==> config.mk <==
export PLATFORM = sky130hd
export DESIGN_NAME = mux_sel_arbiter
export DESIGN_NICKNAME = d
export VERILOG_FILES = /design/src/rtl/mux_sel_arbiter.sv
export SDC_FILE = /design/constraint.sdc
export NUM_CORES = 1
export LEC_CHECK = 0
export BUFFER_PORTS_ARGS = -buffer_cell sky130_fd_sc_hd__buf_2
export CORE_MARGIN = 5
export CORE_UTILIZATION = 30
export DETAILED_ROUTE_END_ITERATION = 8
export GPL_ROUTABILITY_DRIVEN = 0
export GPL_TIMING_DRIVEN = 1
export PLACE_DENSITY = 0.59
export SLEW_MARGIN = 15
export SYNTH_ARGS = -nofsm -noshare
export SYNTH_HDL_FRONTEND = slang
export SYNTH_SLANG_ARGS = --single-unit
==> constraint.sdc <==
create_clock -name clk -period 2.1 [get_ports clk]
set_clock_uncertainty 0.1 [all_clocks]
set_input_delay 0.63 -clock clk [delete_from_list [all_inputs] [get_ports clk]]
set_output_delay 0.63 -clock clk [all_outputs]
set_load 0.01 [all_outputs]
==> src/rtl/mux_sel_arbiter.sv <==
// Two-source round-robin arbiter driving a 2:1 mux select.
// Each grant is held for at most HOLD cycles while the other source waits.
module mux_sel_arbiter #(
    parameter int HOLD = 4
) (
    input  logic clk,
    input  logic rst,
    input  logic req1,
    input  logic req2,
    output logic g1,
    output logic g2,
    output logic s,
    output logic sw
);

    typedef enum logic [1:0] {
        IDLE = 2'd0,
        GNT1 = 2'd1,
        GNT2 = 2'd2
    } state_t;

    localparam logic [7:0] HMAX = 8'(HOLD - 1);

    state_t     state, state_n;
    logic [7:0] cnt, cnt_n;
    logic       last, last_n;
    logic       s_n, sw_n;
    logic       go1, go2;

    always_ff @(posedge clk or posedge rst) begin
        if (rst) begin
            state <= IDLE;
            cnt   <= 8'd0;
            last  <= 1'b0;
            s     <= 1'b0;
            sw    <= 1'b0;
        end else begin
            state <= state_n;
            cnt   <= cnt_n;
            last  <= last_n;
            s     <= s_n;
            sw    <= sw_n;
        end
    end

    always_comb begin
        state_n = state;
        cnt_n   = cnt;
        last_n  = last;
        s_n     = s;
        sw_n    = 1'b0;
        go1     = 1'b0;
        go2     = 1'b0;

        case (state)
            IDLE: begin
                if (req1 && req2) begin
                    go1 = !last;
                    go2 = last;
                end else begin
                    go1 = req1;
                    go2 = req2;
                end
            end
            GNT1: begin
                if (!req1) begin
                    go2 = req2;
                    if (!req2) state_n = IDLE;
                end else if (cnt != HMAX) begin
                    cnt_n = cnt + 8'd1;
                end else if (req2) begin
                    go2 = 1'b1;
                end else begin
                    cnt_n = 8'd0;
                end
            end
            GNT2: begin
                if (!req2) begin
                    go1 = req1;
                    if (!req1) state_n = IDLE;
                end else if (cnt != HMAX) begin
                    cnt_n = cnt + 8'd1;
                end else if (req1) begin
                    go1 = 1'b1;
                end else begin
                    cnt_n = 8'd0;
                end
            end
            default: state_n = IDLE;
        endcase

        // a new grant restarts the hold window and flags the switch
        if (go1 || go2) begin
            state_n = go1 ? GNT1 : GNT2;
            cnt_n   = 8'd0;
            last_n  = go1;
            s_n     = go1;
            sw_n    = 1'b1;
        end else if (state_n == IDLE) begin
            cnt_n = 8'd0;
        end
    end

    assign g1 = (state == GNT1);
    assign g2 = (state == GNT2);

endmodule
==> summary by stage <==
Status
The flow ran to the end, and the final reports show no timing, DRC or antenna violations.

Setup path
The kind of cell with the highest combined delay along the critical path is simple AND/OR/NAND/NOR gates. The kind of critical path is reg -> reg. The type of element launching the critical path is a flop. The highest fanout seen on the critical path is 7.

Together, buffers and inverters on the worst path number 1. STA puts the critical path data required time at approximately 2.2 ns. The cell with the biggest individual delay on the critical path is sky130_fd_sc_hd__dfrtp_2.

The kind of end point of the critical path is a flop. The critical path goes through inv_2 -> ha_2 -> nor2b_1 -> or3_1 -> or3b_1 -> a211oi_2. For this run, the slowest stage of the critical path takes 0.41 ns. At the worst endpoint, the arrival time is 2.08 ns.

Routing
The average routed wire per standard cell is 12.8 um. The post-detailed-route via-to-cell ratio is 5.23. In this run the remaining antenna-violating nets after routing total 0. The initial detailed-routing violation count is 14. The via count is 680.

Summed over all layers, the routed wires come to between 1.5 and 2 mm. After detailed routing, the number of remaining DRC violations is 0. The first detailed-routing pass ran for 4 iterations.

Synth
The area share of the largest cell type after synthesis is roughly 38%. The distinct cell type count after synthesis is 30. By area the synthesized netlist is led by sky130_fd_sc_hd__dfrtp_1 38%, sky130_fd_sc_hd__ha_1 7.9%, sky130_fd_sc_hd__nand2_1 5.7%, sky130_fd_sc_hd__xnor2_1 5.5%, sky130_fd_sc_hd__nor3_1 4.4%.

The number of nets in the synthesized netlist is 96. After synthesis the netlist holds a flip-flop and latch count of 12. The Yosys step of the flow raised 0 warnings. The post-synth design cell area is 791 um^2. The synthesized design spends more area on one cell type than any other, namely sky130_fd_sc_hd__dfrtp_1. The synthesized instance count is 87.

A synthesized cell averages 9.09 um^2. Of the synthesized area, sequential elements account for 38.0%.

Placed design
The pre-CTS setup slack is about 0.012 ns. Once placement completed, the tool counted placed cells totaling 126. The HPWL after detailed placement is 1.24 mm. The count of buffers inserted at the top-level ports is 7.

Pwr
The net switching power is around 0.00044 W. Of the total power, the share spent switching nets is 40.2%. Dividing total power by cell area gives a power density of 1160 mW/mm^2.

Internal power comes to 0.000649 W. Of the total power, combinational logic draws a little over half. The standby leakage power is 0.366 nW. The power share of the clock group is between 10% and 20%.

The sequential share of power is 30.3%. The largest vdd supply drop is 838 uV.

Global routing
The first global-routing pass estimated about 2.9 mm of wire. Global routing consumed, over all layers together, between 10% and 20% of the routing resources. The largest net degree at the start of global routing is 13. The number of global-route vias before repair is 656.

The number of antenna violations at the first check in global routing is 0. Global routing finished with a remaining overflow of 0.

Floorplan
The die height is 61.3 um. The die is 61.3 um wide. The initial core utilization is 31.6%.

8 I/O pins were placed. After floorplanning, the core was sized to cover approximately 0.0025 mm^2. The row count is 18.

The die covers around 0.0038 mm^2.

Timing
The minimum clock period after layout is 1.98 ns. The fmax is 504 MHz. The post-route fraction of the period consumed by the critical path is 94.4%. At the pin with the least slew margin, the transition time is 0.458 ns. The headroom to the max-slew limit is 69.4%.

Setup violations remaining at the end of the flow were counted as 0. After routing, the total negative slack on setup checks comes to 0 ns. Setup repair after global routing left no endpoint under its margin.

The smallest setup slack after layout is 0.117 ns. The final number of hold-violating endpoints is 0. The number of max-slew violations in the final report is 0.

Clocking
The depth of the CTS H-tree is 1. The number of buffers added for setup after CTS is 0. For this design, the sink count on the clock tree is 12. The cts-stage hold buffer count is 0. In this run, CTS created clock tree buffers numbering 3. The clock tree from TritonCTS is built. The clock slew at the register clock pins of the worst setup and hold paths is about 0.080 ns.

The clock latency on the worst-skew pair is 0.27 ns. The maximum number of buffers from clock root to sink is 2. The cell sitting at the root of the clock tree is a sky130_fd_sc_hd__clkbuf_4.

Cells and area
The final non-filler cell total is 130. Compared with the post-synthesis result, the final layout area differs by 18.7%. For this run, the post-layout net count is 110.

The antenna diode count is 0. The post-layout utilization of the core is 37.5%. The proportion of layout cells with a drive suffix above 1 is 28.0%.

Min path
The classification of the worst-slack hold path is in -> async.

Run
Max-cap violations in this run came to 0.
-- cells in the mapped netlist --
cell type	count
sky130_fd_sc_hd__a211oi_1	2
sky130_fd_sc_hd__a211oi_2	1
sky130_fd_sc_hd__a21boi_0	1
sky130_fd_sc_hd__a21o_1	1
sky130_fd_sc_hd__a21oi_1	3
sky130_fd_sc_hd__a2bb2oi_1	1
sky130_fd_sc_hd__a31o_2	1
sky130_fd_sc_hd__a31oi_1	1
sky130_fd_sc_hd__buf_6	2
sky130_fd_sc_hd__dfrtp_1	12
sky130_fd_sc_hd__ha_1	5
sky130_fd_sc_hd__inv_1	4
sky130_fd_sc_hd__nand2_1	12
sky130_fd_sc_hd__nand3_1	1
sky130_fd_sc_hd__nand3b_1	1
sky130_fd_sc_hd__nand4_1	4
sky130_fd_sc_hd__nor2_1	4
sky130_fd_sc_hd__nor2b_1	1
sky130_fd_sc_hd__nor2b_2	1
sky130_fd_sc_hd__nor3_1	7
sky130_fd_sc_hd__nor4_1	4
sky130_fd_sc_hd__nor4b_1	1
sky130_fd_sc_hd__o2111ai_1	1
sky130_fd_sc_hd__o21ai_0	5
sky130_fd_sc_hd__o22a_1	1
sky130_fd_sc_hd__o22ai_1	1
sky130_fd_sc_hd__or3_1	1
sky130_fd_sc_hd__or3b_1	2
sky130_fd_sc_hd__or3b_4	1
sky130_fd_sc_hd__xnor2_1	5
-- path summary, 6_finish.rpt --
| check | end | startpoint | slack [ns] | cells after the start |
|---|---|---|---|---|
| max in group asynchronous | state[0] | rst | 1.31 | 2 |
| hold / removal | cnt[3] | rst | 0.25 | 2 |
| hold reg to reg | cnt[7] | cnt[7] | 0.45 | 2 |
| min in group clk | cnt[7] | cnt[7] | 0.45 | 2 |
| setup / recovery | cnt[2] | state[1] | 0.12 | 6 |
| setup reg to reg | cnt[2] | state[1] | 0.12 | 6 |
-- placed cells by master (no fill, tap or decap), types with 3 or more instances in the layout --
cell type and instances:
sky130_fd_sc_hd__nand2_1 12, sky130_fd_sc_hd__dfrtp_1 10, sky130_fd_sc_hd__nor3_1 7, sky130_fd_sc_hd__buf_2 7, sky130_fd_sc_hd__o21ai_0 5, sky130_fd_sc_hd__xnor2_1 5, sky130_fd_sc_hd__nor2_1 4, sky130_fd_sc_hd__nand4_1 4
sky130_fd_sc_hd__nor4_1 4, sky130_fd_sc_hd__buf_4 4, sky130_fd_sc_hd__a21oi_1 3, sky130_fd_sc_hd__clkbuf_4 3
-- sequential cells by signal (all words and copies together), names as in the netlist --
register and cells:
cnt 8, last 1, state 2, sw 1
-- power groups by stage --
stage	clock network, W	logic [W]	registers [W]
after global routing	0.000204	0.000649	0.000338
after floorplan	0	0.000390	0.000327
after detailed placement	0	0.000526	0.000326
after global placement	0	0.000521	0.000326
final	0.000183	0.000573	0.000329
after CTS	0.000191	0.000565	0.000322
-- stage by stage --
step                      hold WS [ns]  power, W  cell area, um^2
after floorplan                  0.395  0.000716              796
after global placement           0.446  0.000847              876
after detailed placement         0.439  0.000852              876
after CTS                        0.264   0.00108              925
after global routing             0.293   0.00119              938
final                            0.248   0.00109              938
-- repair_timing --
action,in CTS,in global routing
endpoints found under the hold margin,0,0
endpoints found under the setup margin,1,5
cloned,0,0
gates resized for setup,1,6
-- worst reg2reg max path: cells and delay by family, from the launching register on --
kind                       cells  cell delay [ns]
AOI/OAI and AO/OA              1             0.18
and+or+nand+nor                3             0.94
buffers and inverters          1             0.07
adders and majority gates      1             0.21
DFF                            1             0.41
-- cell type report --
class,instances,area (um^2)
fill,264,1560
multi-input combinational,69,482
sequential,12,303
timing repair buffer,11,65.1
tap,30,37.5
clock buffer,4,36.3
inverter,4,15.0
-- per-layer routing --
layer | track usage (%) | vias to the layer above | wire, um
li1 | - | 348 | -
met1 | 13.0 | 320 | 752
met2 | 16.5 | 10 | 815
met3 | 3.98 | 2 | 60
met4 | 3.64 | 0 | 29
met5 | 0 | - | 0
-- kinds of logic after synthesis --
logic type	share of synthesized area, %
buf+inv	4.75
xor+xnor	5.54
fa+ha+maj	7.91
flops	38.0
simple gates	27.4
compound gates	16.5
Power figures use the tool's default switching activity.
